[src/rtl/mem_ctrl_pkg.sv]
`default_nettype none
// ============================================================================
//  Module      : mem_ctrl_pkg
//  Description : Shared types and constants for the byte-serialising memory
//                controller: FSM state encoding, mem_len_i codes, IO region
//                tag and a helper that turns a length code into a byte count.
//  Revision    : 1.0  initial release
// ============================================================================
package mem_ctrl_pkg;

    typedef enum logic [1:0] {
        ST_IDLE   = 2'd0,
        ST_IF_RD  = 2'd1,
        ST_MEM_RD = 2'd2,
        ST_MEM_WR = 2'd3
    } mem_state_e;

    localparam logic [1:0] c_LEN_BYTE = 2'b00;
    localparam logic [1:0] c_LEN_HALF = 2'b01;
    localparam logic [1:0] c_LEN_WORD = 2'b11;

    // Address bits [17:16] equal to this tag select the UART/IO region.
    localparam logic [1:0] c_IO_TAG   = 2'b11;

    // Number of bytes moved for a length code; the unused code 2'b10 is
    // treated as a full word.
    function automatic logic [2:0] len_bytes(input logic [1:0] len);
        case (len)
            c_LEN_BYTE: len_bytes = 3'd1;
            c_LEN_HALF: len_bytes = 3'd2;
            c_LEN_WORD: len_bytes = 3'd4;
            default:    len_bytes = 3'd4;
        endcase
    endfunction

endpackage
`default_nettype wire

[src/rtl/mem_ctrl_if.sv]
`default_nettype none
// ============================================================================
//  Module      : mem_ctrl_if
//  Description : Bundle of the pipeline request/response signals and the
//                8-bit RAM/IO port around mem_ctrl.
//                slave  : the controller side (mem_ctrl)
//                master : the environment side (IF/MEM stages and RAM)
//  Ports       : if_req_i/if_addr_i/if_flush_i      fetch request
//                mem_req_i/mem_we_i/mem_len_i/
//                mem_addr_i/mem_wdata_i              load/store request
//                io_buffer_full_i                    UART back-pressure
//                mem_din_i                           RAM read byte
//                mem_a_o/mem_dout_o/mem_wr_o         RAM port
//                if_done_o/if_data_o                 fetch response
//                mem_done_o/mem_data_o               load/store response
//  Revision    : 1.0  initial release
// ============================================================================
interface mem_ctrl_if;

    logic        if_req_i;
    logic [31:0] if_addr_i;
    logic        if_flush_i;
    logic        mem_req_i;
    logic        mem_we_i;
    logic [1:0]  mem_len_i;
    logic [31:0] mem_addr_i;
    logic [31:0] mem_wdata_i;
    logic        io_buffer_full_i;
    logic [7:0]  mem_din_i;
    logic [31:0] mem_a_o;
    logic [7:0]  mem_dout_o;
    logic        mem_wr_o;
    logic        if_done_o;
    logic [31:0] if_data_o;
    logic        mem_done_o;
    logic [31:0] mem_data_o;

    modport slave (
        input  if_req_i, if_addr_i, if_flush_i,
        input  mem_req_i, mem_we_i, mem_len_i, mem_addr_i, mem_wdata_i,
        input  io_buffer_full_i, mem_din_i,
        output mem_a_o, mem_dout_o, mem_wr_o,
        output if_done_o, if_data_o, mem_done_o, mem_data_o
    );

    modport master (
        output if_req_i, if_addr_i, if_flush_i,
        output mem_req_i, mem_we_i, mem_len_i, mem_addr_i, mem_wdata_i,
        output io_buffer_full_i, mem_din_i,
        input  mem_a_o, mem_dout_o, mem_wr_o,
        input  if_done_o, if_data_o, mem_done_o, mem_data_o
    );

endinterface
`default_nettype wire

[src/rtl/mem_ctrl.sv]
`default_nettype none
// ============================================================================
//  Module      : mem_ctrl
//  Description : Serialises fetch word reads and MEM-stage loads/stores into
//                byte accesses on a single 8-bit RAM/IO port (1-cycle read
//                latency) and returns little-endian words with a one-cycle
//                done pulse. MEM requests win over fetches.
//  Ports       : clk  system clock
//                rst  synchronous active-high reset
//                bus  mem_ctrl_if.slave (pipeline requests + RAM port)
//  Revision    : 1.0  initial release
// ============================================================================
module mem_ctrl
    import mem_ctrl_pkg::*;
(
    input  logic       clk,
    input  logic       rst,
    mem_ctrl_if.slave  bus
);

    mem_state_e  r_state;
    logic [2:0]  r_cnt;      // index of the address currently on the port
    logic [2:0]  r_n;        // bytes in the current transaction
    logic [31:0] r_addr;
    logic [31:0] r_wdata;
    logic [31:0] r_buf;

    logic [2:0]  w_len_n;
    logic        w_io_block;
    logic        w_done_busy;
    logic        w_mem_go;
    logic        w_if_go;
    logic [1:0]  w_cap_idx;
    logic [1:0]  w_wr_idx;
    logic [31:0] w_next_addr;
    logic [31:0] w_buf_next;
    logic [7:0]  w_next_wbyte;
    logic        w_more;

    always_comb begin
        w_len_n     = len_bytes(bus.mem_len_i);
        w_io_block  = bus.mem_we_i && bus.io_buffer_full_i &&
                      (bus.mem_addr_i[17:16] == c_IO_TAG);
        // No new acceptance while a done pulse is still on the outputs, so
        // the requester has a cycle to drop its request.
        w_done_busy = bus.if_done_o || bus.mem_done_o;
        w_mem_go    = bus.mem_req_i && !w_io_block && !w_done_busy;
        // A pending (even blocked) MEM request keeps the fetch waiting.
        w_if_go     = bus.if_req_i && !bus.if_flush_i && !w_done_busy &&
                      !bus.mem_req_i;

        // The byte arriving now belongs to the address issued one cycle ago.
        w_cap_idx   = r_cnt[1:0] - 2'd1;
        w_buf_next  = r_buf;
        w_buf_next[{w_cap_idx, 3'b000} +: 8] = bus.mem_din_i;

        w_next_addr = r_addr + {29'd0, r_cnt} + 32'd1;
        w_wr_idx    = r_cnt[1:0] + 2'd1;
        w_next_wbyte = r_wdata[{w_wr_idx, 3'b000} +: 8];
        w_more      = (r_cnt + 3'd1) < r_n;
    end

    always_ff @(posedge clk) begin
        if (rst) begin
            r_state        <= ST_IDLE;
            r_cnt          <= 3'd0;
            r_n            <= 3'd0;
            r_addr         <= 32'd0;
            r_wdata        <= 32'd0;
            r_buf          <= 32'd0;
            bus.mem_a_o    <= 32'd0;
            bus.mem_dout_o <= 8'd0;
            bus.mem_wr_o   <= 1'b0;
            bus.if_done_o  <= 1'b0;
            bus.if_data_o  <= 32'd0;
            bus.mem_done_o <= 1'b0;
            bus.mem_data_o <= 32'd0;
        end else begin
            bus.if_done_o  <= 1'b0;
            bus.mem_done_o <= 1'b0;

            case (r_state)
                ST_IDLE: begin
                    r_cnt <= 3'd0;
                    if (w_mem_go) begin
                        r_addr      <= bus.mem_addr_i;
                        r_wdata     <= bus.mem_wdata_i;
                        r_n         <= w_len_n;
                        r_buf       <= 32'd0;
                        bus.mem_a_o <= bus.mem_addr_i;
                        if (bus.mem_we_i) begin
                            bus.mem_dout_o <= bus.mem_wdata_i[7:0];
                            bus.mem_wr_o   <= 1'b1;
                            r_state        <= ST_MEM_WR;
                        end else begin
                            r_state <= ST_MEM_RD;
                        end
                    end else if (w_if_go) begin
                        r_addr      <= bus.if_addr_i;
                        r_n         <= 3'd4;
                        r_buf       <= 32'd0;
                        bus.mem_a_o <= bus.if_addr_i;
                        r_state     <= ST_IF_RD;
                    end
                end

                ST_IF_RD, ST_MEM_RD: begin
                    if ((r_state == ST_IF_RD) && bus.if_flush_i) begin
                        r_state     <= ST_IDLE;
                        r_cnt       <= 3'd0;
                        bus.mem_a_o <= 32'd0;
                    end else begin
                        if (r_cnt != 3'd0) begin
                            r_buf <= w_buf_next;
                        end
                        if (r_cnt == r_n) begin
                            // Last byte captured this edge.
                            r_state     <= ST_IDLE;
                            r_cnt       <= 3'd0;
                            bus.mem_a_o <= 32'd0;
                            if (r_state == ST_IF_RD) begin
                                bus.if_data_o <= w_buf_next;
                                bus.if_done_o <= 1'b1;
                            end else begin
                                bus.mem_data_o <= w_buf_next;
                                bus.mem_done_o <= 1'b1;
                            end
                        end else begin
                            r_cnt <= r_cnt + 3'd1;
                            if (w_more) begin
                                bus.mem_a_o <= w_next_addr;
                            end
                        end
                    end
                end

                ST_MEM_WR: begin
                    if (w_more) begin
                        bus.mem_a_o    <= w_next_addr;
                        bus.mem_dout_o <= w_next_wbyte;
                        r_cnt          <= r_cnt + 3'd1;
                    end else begin
                        r_state        <= ST_IDLE;
                        r_cnt          <= 3'd0;
                        bus.mem_a_o    <= 32'd0;
                        bus.mem_dout_o <= 8'd0;
                        bus.mem_wr_o   <= 1'b0;
                        bus.mem_done_o <= 1'b1;
                    end
                end

                default: begin
                    r_state <= ST_IDLE;
                end
            endcase
        end
    end

endmodule
`default_nettype wire

[src/flat_wrapper.sv]
// flat-port wrapper written by rule: the top's interface ports become plain ports
module mem_ctrl_flat import mem_ctrl_pkg::*;
  (clk, rst, bus_if_req_i, bus_if_addr_i, bus_if_flush_i, bus_mem_req_i, bus_mem_we_i, bus_mem_len_i, bus_mem_addr_i, bus_mem_wdata_i, bus_io_buffer_full_i, bus_mem_din_i, bus_mem_a_o, bus_mem_dout_o, bus_mem_wr_o, bus_if_done_o, bus_if_data_o, bus_mem_done_o, bus_mem_data_o);
  mem_ctrl_if bus_i ();
  input  logic clk;
  input  logic rst;
  input wire logic [$bits(bus_i.if_req_i)-1:0] bus_if_req_i;
  input wire logic [$bits(bus_i.if_addr_i)-1:0] bus_if_addr_i;
  input wire logic [$bits(bus_i.if_flush_i)-1:0] bus_if_flush_i;
  input wire logic [$bits(bus_i.mem_req_i)-1:0] bus_mem_req_i;
  input wire logic [$bits(bus_i.mem_we_i)-1:0] bus_mem_we_i;
  input wire logic [$bits(bus_i.mem_len_i)-1:0] bus_mem_len_i;
  input wire logic [$bits(bus_i.mem_addr_i)-1:0] bus_mem_addr_i;
  input wire logic [$bits(bus_i.mem_wdata_i)-1:0] bus_mem_wdata_i;
  input wire logic [$bits(bus_i.io_buffer_full_i)-1:0] bus_io_buffer_full_i;
  input wire logic [$bits(bus_i.mem_din_i)-1:0] bus_mem_din_i;
  output wire logic [$bits(bus_i.mem_a_o)-1:0] bus_mem_a_o;
  output wire logic [$bits(bus_i.mem_dout_o)-1:0] bus_mem_dout_o;
  output wire logic [$bits(bus_i.mem_wr_o)-1:0] bus_mem_wr_o;
  output wire logic [$bits(bus_i.if_done_o)-1:0] bus_if_done_o;
  output wire logic [$bits(bus_i.if_data_o)-1:0] bus_if_data_o;
  output wire logic [$bits(bus_i.mem_done_o)-1:0] bus_mem_done_o;
  output wire logic [$bits(bus_i.mem_data_o)-1:0] bus_mem_data_o;
  assign bus_i.if_req_i = bus_if_req_i;
  assign bus_i.if_addr_i = bus_if_addr_i;
  assign bus_i.if_flush_i = bus_if_flush_i;
  assign bus_i.mem_req_i = bus_mem_req_i;
  assign bus_i.mem_we_i = bus_mem_we_i;
  assign bus_i.mem_len_i = bus_mem_len_i;
  assign bus_i.mem_addr_i = bus_mem_addr_i;
  assign bus_i.mem_wdata_i = bus_mem_wdata_i;
  assign bus_i.io_buffer_full_i = bus_io_buffer_full_i;
  assign bus_i.mem_din_i = bus_mem_din_i;
  assign bus_mem_a_o = bus_i.mem_a_o;
  assign bus_mem_dout_o = bus_i.mem_dout_o;
  assign bus_mem_wr_o = bus_i.mem_wr_o;
  assign bus_if_done_o = bus_i.if_done_o;
  assign bus_if_data_o = bus_i.if_data_o;
  assign bus_mem_done_o = bus_i.mem_done_o;
  assign bus_mem_data_o = bus_i.mem_data_o;
  mem_ctrl u_core (.clk(clk), .rst(rst), .bus(bus_i));
endmodule
[config.mk]
export PLATFORM = sky130hd
export DESIGN_NAME = mem_ctrl_flat
export DESIGN_NICKNAME = d
export VERILOG_FILES = /design/src/rtl/mem_ctrl_pkg.sv /design/src/rtl/mem_ctrl_if.sv /design/src/rtl/mem_ctrl.sv /design/src/flat_wrapper.sv
export SDC_FILE = /design/constraint.sdc
export NUM_CORES = 1
export LEC_CHECK = 0
export ABC_AREA = 0
export BUFFER_PORTS_ARGS = -buffer_cell sky130_fd_sc_hd__buf_2
export CAP_MARGIN = 10
export CORE_UTILIZATION = 46
export DETAILED_ROUTE_END_ITERATION = 8
export GPL_TIMING_DRIVEN = 0
export MAX_ROUTING_LAYER = met4
export PLACE_DENSITY = 0.72
export SLEW_MARGIN = 20
export SYNTH_ARGS = -nofsm -noshare
export SYNTH_HDL_FRONTEND = slang
export SYNTH_SLANG_ARGS = --single-unit
[constraint.sdc]
create_clock -name clk -period 3.1 [get_ports clk]
set_input_delay 0.62 -clock clk [delete_from_list [all_inputs] [get_ports clk]]
set_output_delay 0.62 -clock clk [all_outputs]
set_load 0.05 [all_outputs]
==> impl_metrics.yaml, run 1 <==
timing:
  relSlewSlack_pct: 33.7
  final_max_slew_viol_count: 0
  finalSetupViolations: 0
  layout_setup_ws_ns: 0.147
  whs_ns: 0.348
  max_freq_mhz: 339
  finalCriticalPeriod_ns: 2.95
  worst_slew_pin_slew_ns: 0.992
  skew_ns: 0.00842
  fin_crit_sh_pct: 95.3
  hold_viol: 0
cells_and_area:
  fin_util_pct: 57.2
  drive_gt1_share_pct: 22.0
  num-fill-cells: 2012
  final_common_cell: "buf_2"
  ff_latch_area_sq_um: 4230
  area_growth_pct: 22.3
  final_cell_mix: "buf_2, dfxtp_1, a21oi_1, nor2_1, a211oi_1"
  fin_nets: 1570
  multi_input_area_sq_um: 5350
  instances_no_fill: 1737
clock_tree:
  cts_tree: "done"
  path_clk_slew_ns: 0.06
  holdBufCountCts: 0
  cts_inserted_buffers: 23
  clockBufferDepth: 3
  numClockSinks: 211
  cts_setup_buffers: 0
  h-tree-depth: 1
  cts_root_buffer: "clkbuf_16"
  clk-insertion-delay-late_ns: 0.51
critical_path:
  critPathMostFrequentCell: "inv_1"
  crit_path_end_kind: "flip-flop"
  cp-start-kind: "flip-flop"
  path_class: "flip-flop to flip-flop"
  critPathTopFamily: "compound AO/OA/AOI/OAI gates"
  crit_buf_inv: 3
  slowest_delay_ns: 0.56
  critPathRequiredTime_ns: 3.50
  cp_cell_sequence: "buf_4 -> inv_1 -> ha_1 -> inv_1 -> fa_1 -> a21oi_2 -> nor4_1 -> xor2_1 -> a211o_1 -> o221a_2"
  r2r_slack_ns: 0.15
  path_max_fanout: 10
  slowest_stage: "nor4_1"
  cp_data_arrival_time_ns: 3.36
global_route:
  grt_pass1_wl_mm: 51.3
  grt-ovfl-total: 0
  grt_util_met3_pct: 4.76
  grt_max_degree: 14
  grt.busiest_layer: "met2"
  grt_pass1_vias: 9578
  antenna_found_initial: 3
  grt_usage_pct: 29.8
  grt_use_met1_pct: 39.2
  use_met2_pct: 46.4
synthesis:
  synth_enable_flop_cells: 0
  synth-async-reset-ratio_pct: 0
  syn_inst: 1198
  yosysSeqAreaShare_pct: 41.5
  synth_area_sq_um: 10200
  yosysUniqueCellTypes: 64
  syn_area_per_cell_sq_um: 8.50
  ys_warn_count: 0
  synth_flop_cell: "dfxtp_1"
  synth_nets: 1329
  ys_seq_elements: 211
job:
  cap_violations: 0
outcome:
  status: "complete, no violations"
power_and_ir_drop:
  swShare_pct: 45.1
  intPower_w: 0.00649
  peakVddDrop_mv: 0.469
  p_leak_nw: 5.30
  p_per_area_nw_per_um2: 949
  power_frac_seq_pct: 32.4
  power.share.clock_pct: 23.5
  p_sw_w: 0.00532
  combinationalPowerShare_pct: 44.1
floorplan:
  ios: 220
  row_count: 54
  core_area_sq_um: 21800
  die_area_sq_um: 22700
  die_w_microns: 151
  start_util_pct: 46.8
  die_h_microns: 151
route:
  first_pass_iters: 5
  wire_per_inst_microns: 19.2
  viasPerCell: 5.89
  totalWireLength_mm: 33.3
  ant_nets: 0
  dr.first_iter.drc_count: 850
  drc: 0
  vias: 10200
placement:
  place_inst: 1696
  dp_slack_ns: -0.665
  place.port_buffers: 218
  gp_congestion: 0.979
  hpwl_mm: 24.3
worst_hold_path:
  worstHoldPathType: "input pin to flip-flop"
## flip-flops by register name, summed over array words and instances, names as in the netlist
register,cells
u_core.r_state,2
u_core.bus.if_data_o,32
u_core.bus.mem_dout_o,8
u_core.r_wdata,32
u_core.r_n,3
u_core.bus.mem_done_o,1
u_core.r_buf,32
u_core.r_cnt,3
u_core.bus.mem_data_o,32
u_core.bus.mem_a_o,32
u_core.bus.mem_wr_o,1
u_core.r_addr,32
u_core.bus.if_done_o,1
## through the flow
stage	setup TNS (ns)	cell area [sq um]	power [W]
2_1_floorplan	0	10200	0.00756
3_3_place_gp	-27.91	11600	0.00889
3_5_place_dp	-29.92	11600	0.00897
4_1_cts	0	12400	0.0118
5_1_grt	-0.00667	12500	0.0124
6_report	0	12500	0.0118
## metal layers
layer,wire (microns),vias to the layer above,part of all wire (%)
met5,0,-,0
met4,939,0,2.8
met3,2810,69,8.4
met2,15300,456,46
met1,14300,4867,43
li1,-,4845,-
## tightest hold or removal path, cell delays in order
cell and delay, ns:
buf_2 0.09, nand2_1 0.04, a21oi_1 0.05
## what timing repair did
item	in CTS	in global routing
resized for setup	11	11
cloned	0	0
endpoints found under the setup margin	77	61
## final cells by class
class / count / share of cell area (%)
Clock buffer: 37 / 5.61
Sequential cell: 211 / 33.9
Buffer: 102 / 3.50
Clock inverter: 2 / 0.482
Inverter: 63 / 1.90
Timing Repair Buffer: 218 / 8.76
Tap cell: 280 / 2.81
Antenna cell: 4 / 0.0804
Multi-Input combinational cell: 820 / 42.9
## Yosys cell counts (4+ instances only)
cell,instances,area [sq um]
or4_1,5,37.5
clkbuf_1,85,319
and4_1,5,43.8
nand3_1,9,45.0
a311oi_1,4,35.0
o221a_2,5,56.3
nor3b_1,5,37.5
o21ai_1,12,60.1
nor3_1,9,45.0
buf_1,5,18.8
a2bb2oi_1,7,61.3
nor4_1,11,68.8
buf_2,10,50.1
mux4_2,8,180
a211oi_1,112,841
dfxtp_1,211,4220
and3_1,5,31.3
inv_1,61,229
xnor2_1,5,43.8
nand4_1,42,263
nand2b_1,5,31.3
o21ai_0,42,210
nor2b_1,25,156
o211a_1,13,130
nand2_1,82,308
mux2i_1,35,350
nor4_2,7,87.6
ha_1,17,213
a211o_1,4,35.0
o31a_1,13,114
a211oi_2,8,100
xor2_1,7,61.3
nor2_1,120,450
a21oi_1,134,671
a22oi_1,9,67.6
o22ai_1,7,43.8
and2_1,6,37.5
## cells by family (layout without fill, tap and decap cells)
family	Yosys count	count (layout)	synth area share (%)
compound gates	392	392	25.6
simple gates	352	352	17.5
flops	211	211	41.5
buf+inv	167	422	6.54
mux	46	46	5.54
fa+ha+maj	18	18	2.28
xor+xnor	12	12	1.03
other cells	0	4	0
## power by group through the flow
stage	logic (W)	clock network, W	registers (W)
2_1_floorplan	0.00236	0	0.00520
3_3_place_gp	0.00504	0	0.00385
3_5_place_dp	0.00510	0	0.00387
4_1_cts	0.00513	0.00281	0.00382
5_1_grt	0.00558	0.00292	0.00391
6_report	0.00521	0.00278	0.00383
## path summary, 6_finish.rpt
| kind | from | to | cells after the start |
|---|---|---|---|
| setup reg to reg | u_core.r_cnt[0] | u_core.bus.mem_a_o[14] | 10 |
| hold reg to reg | u_core.r_wdata[21] | u_core.r_wdata[21] | 2 |
| hold / removal | bus_mem_wdata_i[27] | u_core.r_wdata[27] | 3 |
| setup / recovery | u_core.r_cnt[0] | u_core.bus.mem_a_o[14] | 10 |
Note: power is estimated with default switching activity, not from simulation.
==> run 2, diff against run 1 <==
--- a/config.mk
+++ b/config.mk
@@ -8,11 +8,14 @@
 export ABC_AREA = 0
 export BUFFER_PORTS_ARGS = -buffer_cell sky130_fd_sc_hd__buf_2
 export CAP_MARGIN = 10
-export CORE_UTILIZATION = 46
+export CELL_PAD_IN_SITES_DETAIL_PLACEMENT = 1
+export CELL_PAD_IN_SITES_GLOBAL_PLACEMENT = 1
+export CORE_UTILIZATION = 41
 export DETAILED_ROUTE_END_ITERATION = 8
 export GPL_TIMING_DRIVEN = 0
 export MAX_ROUTING_LAYER = met4
-export PLACE_DENSITY = 0.72
+export PLACE_DENSITY = 0.84
+export SKIP_CTS_REPAIR_TIMING = 1
 export SLEW_MARGIN = 20
 export SYNTH_ARGS = -nofsm -noshare
 export SYNTH_HDL_FRONTEND = slang
==> run 2 against run 1 <==
Total power up 1.2%. First-iteration DRC count shrank 23%. Sequential share of layout area is 0.13 points lower. Clock-buffer cell count decreased by 4. Cell count up 2.5%. Core utilization decreased by 5.8 points. Clock skew grew 0.013 ns. Register-to-register slack lost 0.097 ns. Die area is 12% higher. Non-clock buffer count rose by 1. Largest cell class unchanged. Largest power group unchanged.
==> impl_metrics.yaml, run 2 (synthesis gave the netlist of run 1 again) <==
job:
  cap_violations: 0
power_and_ir_drop:
  power.share.clock_pct: 23.1
  power_frac_seq_pct: 32.2
  p_per_area_nw_per_um2: 956
  p_leak_nw: 5.31
  intPower_w: 0.00640
  swShare_pct: 46.5
  combinationalPowerShare_pct: 44.6
  p_sw_w: 0.00556
  peakVddDrop_mv: 0.412
timing:
  grt_setup_unrepaired: "true"
  finalCriticalPeriod_ns: 3.05
  worst_slew_pin_slew_ns: 0.957
  finalSetupViolations: 0
  final_max_slew_viol_count: 0
  relSlewSlack_pct: 36.0
  fin_crit_sh_pct: 98.4
  max_freq_mhz: 328
  skew_ns: 0.0211
  hold_viol: 0
clock_tree:
  cts_root_buffer: "clkbuf_16"
  cts_tree: "done"
  clk-insertion-delay-late_ns: 0.54
  h-tree-depth: 1
  clockBufferDepth: 3
  cts_inserted_buffers: 24
  numClockSinks: 211
  path_clk_slew_ns: 0.06
outcome:
  status: "complete, no violations"
floorplan:
  ios: 220
  die_area_sq_um: 25500
  row_count: 57
  start_util_pct: 41.9
  die_h_microns: 160
  core_area_sq_um: 24300
  die_w_microns: 160
placement:
  gp_congestion: 0.924
  dpl_cell_area_sq_um: 11700
  place.port_buffers: 218
  hpwl_mm: 28.0
  place_inst: 1740
cells_and_area:
  fin_area_sq_um: 12500
  drive_gt1_share_pct: 22.4
  final_cell_mix: "buf_2, dfxtp_1, a21oi_1, nor2_1, a211oi_1"
  final_common_cell: "buf_2"
  fin_nets: 1572
  instances_no_fill: 1781
  area_growth_pct: 22.7
critical_path:
  path_class: "flip-flop to flip-flop"
  slowest_stage: "dfxtp_1"
  slowest_delay_ns: 0.48
  path_max_fanout: 10
  crit_path_end_kind: "flip-flop"
  critPathRequiredTime_ns: 3.51
  cp_cell_sequence: "ha_2 -> xor2_1 -> ha_1 -> a21oi_1 -> nand2_1 -> nand2b_1 -> clkbuf_1 -> clkbuf_4 -> o211ai_1 -> o221a_2"
  cp_data_arrival_time_ns: 3.46
  critPathTopFamily: "adder cells"
  crit_buf_inv: 2
  cp-start-kind: "flip-flop"
global_route:
  grt-ovfl-total: 0
  grt_max_degree: 13
  grt_pass1_wl_mm: 59.6
  grt_usage_pct: 30.3
  grt_pass1_vias: 10700
  antenna_found_initial: 2
route:
  first_pass_iters: 5
  viasPerCell: 5.91
  ant_nets: 0
  wire_per_inst_microns: 21.3
  drc: 0
  dr.first_iter.drc_count: 651
  vias: 10500
  totalWireLength_mm: 37.9
worst_hold_path:
  worstHoldPathType: "input pin to flip-flop"
==> run 2: changes by cell type in the layout (fill, tap and decap cells not counted) <==
cell and change:
clkbuf_16 +1, clkinv_2 +4, clkbuf_8 -3, bufinv_16 -1, ha_4 -1, clkbuf_2 +2, ha_2 +1, nor4_2 +2
clkbuf_1 -4, clkbuf_4 +1, nor4_1 -2, clkinv_8 +1, diode_2 -1
==> run 2: per-layer routing <==
layer | up-vias | wire, microns | global-route usage [%]
met5 | - | 0 | -
met2 | 388 | 18100 | 49.9
met3 | 86 | 2380 | 4.70
li1 | 4843 | - | -
met4 | 0 | 1370 | 10.7
met1 | 5203 | 16100 | 37.5
==> run 2: power by group through the flow <==
stage	logic (W)	registers [W]	clock network, W
6_report	0.00534	0.00385	0.00277
5_1_grt	0.00570	0.00391	0.00288
3_5_place_dp	0.00524	0.00389	0
3_3_place_gp	0.00509	0.00387	0
2_1_floorplan	0.00236	0.00520	0
4_1_cts	0.00527	0.00384	0.00278
==> run 2: through the flow <==
step | setup WS, ns | util (%) | hold slack, ns | power, W | setup TNS (ns)
floorplan | 0.299 | - | 0.433 | 0.00756 | 0
global route | -0.142 | 51.4 | 0.327 | 0.0125 | -1.99
detailed placement | -0.729 | 48.0 | 0.446 | 0.00913 | -38.91
global placement | -0.605 | 48.0 | 0.440 | 0.00896 | -30.04
finish | 0.0505 | 51.4 | 0.329 | 0.0120 | 0
CTS | -0.749 | 51.1 | 0.313 | 0.0119 | -40.73
==> run 2: final cells by class <==
class	count	area, sq um
fill	3008	11800
multi-input combinational	820	5350
sequential	211	4230
antenna	3	7.51
timing repair buffer	218	1090
buffer	103	445
clock inverter	6	66.3
tap	324	405
clock buffer	33	674
inverter	63	236
==> run 2: path summary, 6_finish.rpt <==
check | slack (ns) | from | to | cells after the start
worst max-delay path | 0.05 | u_core.r_cnt[1] | u_core.bus.mem_a_o[29] | 10
worst min-delay path | 0.33 | bus_mem_wdata_i[11] | u_core.r_wdata[11] | 3
worst max register to register | 0.05 | u_core.r_cnt[1] | u_core.bus.mem_a_o[29] | 10
worst min register to register | 0.46 | u_core.r_wdata[19] | u_core.r_wdata[19] | 2
==> run 2: worst register-to-register path, stage by stage, from the launching register on <==
cell	delay (ns)
dfxtp_1	0.48
ha_2	0.43
xor2_1	0.26
ha_1	0.29
a21oi_1	0.27
nand2_1	0.14
nand2b_1	0.10
clkbuf_1	0.24
clkbuf_4	0.30
o211ai_1	0.14
o221a_2	0.28
==> run 3, diff against run 2 <==
--- a/config.mk
+++ b/config.mk
@@ -13,7 +13,6 @@
 export CORE_UTILIZATION = 41
 export DETAILED_ROUTE_END_ITERATION = 8
 export GPL_TIMING_DRIVEN = 0
-export MAX_ROUTING_LAYER = met4
 export PLACE_DENSITY = 0.84
 export SKIP_CTS_REPAIR_TIMING = 1
 export SLEW_MARGIN = 20
==> run 3 against run 2 <==
Sequential power barely moved. Total power grew 0.12%. Clock skew fell by 0.0055 ns. Wire length grew 0.37%. Global-route usage shrank 0.74 points. Cell count is essentially flat. Worst setup slack gained 0.12 ns. Sequential cell count is the same.
==> impl_metrics.yaml, run 3 (synthesis gave the netlist of run 1 again) <==
placement:
  dpl_cell_area_sq_um: 11700
  gp_congestion: 0.894
  place.port_buffers: 218
  hpwl_mm: 27.7
  place_inst: 1740
power_and_ir_drop:
  combinationalPowerShare_pct: 44.5
  swShare_pct: 46.3
  intPower_w: 0.00643
  peakVddDrop_mv: 0.406
  power.total_w: 0.0120
  p_leak_nw: 5.30
  power.share.clock_pct: 23.1
  p_sw_w: 0.00554
  p_per_area_nw_per_um2: 957
  power_frac_seq_pct: 32.3
floorplan:
  ios: 220
  start_util_pct: 41.9
  die_w_microns: 160
  row_count: 57
  core_area_sq_um: 24300
  die_area_sq_um: 25500
  die_h_microns: 160
critical_path:
  path_class: "flip-flop to flip-flop"
  cp-start-kind: "flip-flop"
  path_max_fanout: 10
  worst_r2r_endpoint: "u_core.bus.mem_a_o[3]"
  r2r_slack_ns: 0.17
  r2r-start: "u_core.r_cnt[0]"
  cp_data_arrival_time_ns: 3.36
  crit_path_end_kind: "flip-flop"
  critPathRequiredTime_ns: 3.53
  ff2ff_path_depth: 10
cells_and_area:
  fin_nets: 1571
  instances_no_fill: 1780
  final_cell_mix: "buf_2, dfxtp_1, a21oi_1, nor2_1, a211oi_1"
  drive_gt1_share_pct: 22.2
  fin_area_sq_um: 12500
  num-fill-cells: 3045
  final_common_cell: "buf_2"
  area_growth_pct: 22.8
timing:
  final_max_slew_viol_count: 0
  finalSetupViolations: 0
  finalCriticalPeriod_ns: 2.93
  hold_viol: 0
  tns_ns: 0
  skew_ns: 0.0156
  worst_slew_pin_slew_ns: 1.07
  whs_ns: 0.338
  relSlewSlack_pct: 28.3
  max_freq_mhz: 341
  fin_crit_sh_pct: 94.6
worst_hold_path:
  hold_depth: 3
  hold_end: "u_core.r_wdata[13]"
  worstHoldPathType: "input pin to flip-flop"
  worstHoldStart: "bus_mem_wdata_i[13]"
clock_tree:
  path_clk_slew_ns: 0.06
  cts_tree: "done"
  cts_inserted_buffers: 24
  clk-insertion-delay-late_ns: 0.53
  clockBufferDepth: 3
  numClockSinks: 211
  cts_root_buffer: "clkbuf_16"
  h-tree-depth: 1
global_route:
  grt_pass1_vias: 10900
  antenna_found_initial: 1
  grt-ovfl-total: 0
  grt_pass1_wl_mm: 59.7
  grt_max_degree: 13
  grt_usage_pct: 29.5
route:
  viasPerCell: 5.86
  drc: 0
  totalWireLength_mm: 38.1
  first_pass_iters: 5
  wire_per_inst_microns: 21.4
  dr.first_iter.drc_count: 706
  ant_nets: 0
  vias: 10400
outcome:
  status: "complete, no violations"
job:
  cap_violations: 0
[run 3: changes by cell type in the layout (fill, tap and decap cells not counted), sizes merged]
cell,before,now
clkbuf,116,120
clkinv,6,3
diode,3,1
buf,238,237
clkinvlp,0,1
[run 3: how the worst max path moves through the flow]
stage | from | to | cells after the start
2_1_floorplan | u_core.r_cnt[0] | u_core.bus.mem_a_o[11] | 10
3_3_place_gp | u_core.r_cnt[0] | u_core.bus.mem_a_o[3] | 10
3_5_place_dp | u_core.r_cnt[0] | u_core.bus.mem_a_o[11] | 10
4_1_cts | u_core.r_cnt[0] | u_core.bus.mem_a_o[11] | 10
5_1_grt | u_core.r_state[0] | u_core.bus.mem_data_o[11] | 8
6_report | u_core.r_cnt[0] | u_core.bus.mem_a_o[3] | 10
[run 3: power groups by stage]
stage	clock network, W	registers, W	logic [W]
detailed placement	0	0.00390	0.00522
floorplan	0	0.00520	0.00236
global placement	0	0.00387	0.00508
CTS	0.00280	0.00385	0.00526
global route	0.00291	0.00393	0.00569
finish	0.00277	0.00387	0.00533
[run 3: cell type report]
class / count / area (sq um) / area share (%)
antenna: 1 / 2.50 / 0.0200
clock inverter: 4 / 47.5 / 0.380
timing repair buffer: 218 / 1090 / 8.73
multi-input combinational: 820 / 5350 / 42.8
inverter: 63 / 236 / 1.89
sequential: 211 / 4230 / 33.8
buffer: 102 / 445 / 3.56
tap: 324 / 405 / 3.24
clock buffer: 37 / 701 / 5.60
[run 3: metrics by stage]
| stage | utilization [%] | setup WS, ns |
|---|---|---|
| 6_report | 51.4 | 0.166 |
| 4_1_cts | 51.1 | -0.858 |
| 2_1_floorplan | - | 0.299 |
| 3_3_place_gp | 48.0 | -0.617 |
| 3_5_place_dp | 48.0 | -0.777 |
| 5_1_grt | 51.4 | -0.0104 |
[run 3: worst max-delay path, cell delays in order, from the launching register on]
cell      delay, ns
dfxtp_2        0.43
buf_6          0.21
inv_1          0.14
ha_1           0.39
ha_1           0.31
nand3b_1       0.19
nand3_2        0.21
a21oi_4        0.24
buf_2          0.29
a32oi_1        0.16
a211oi_1       0.27
[run 3: routing by layer]
layer  GRT usage, %  part of all wire (%)
met1           36.3                    42
met2           50.3                    48
met3           5.53                   6.5
met4           12.8                   4.0
met5              0                 0.034
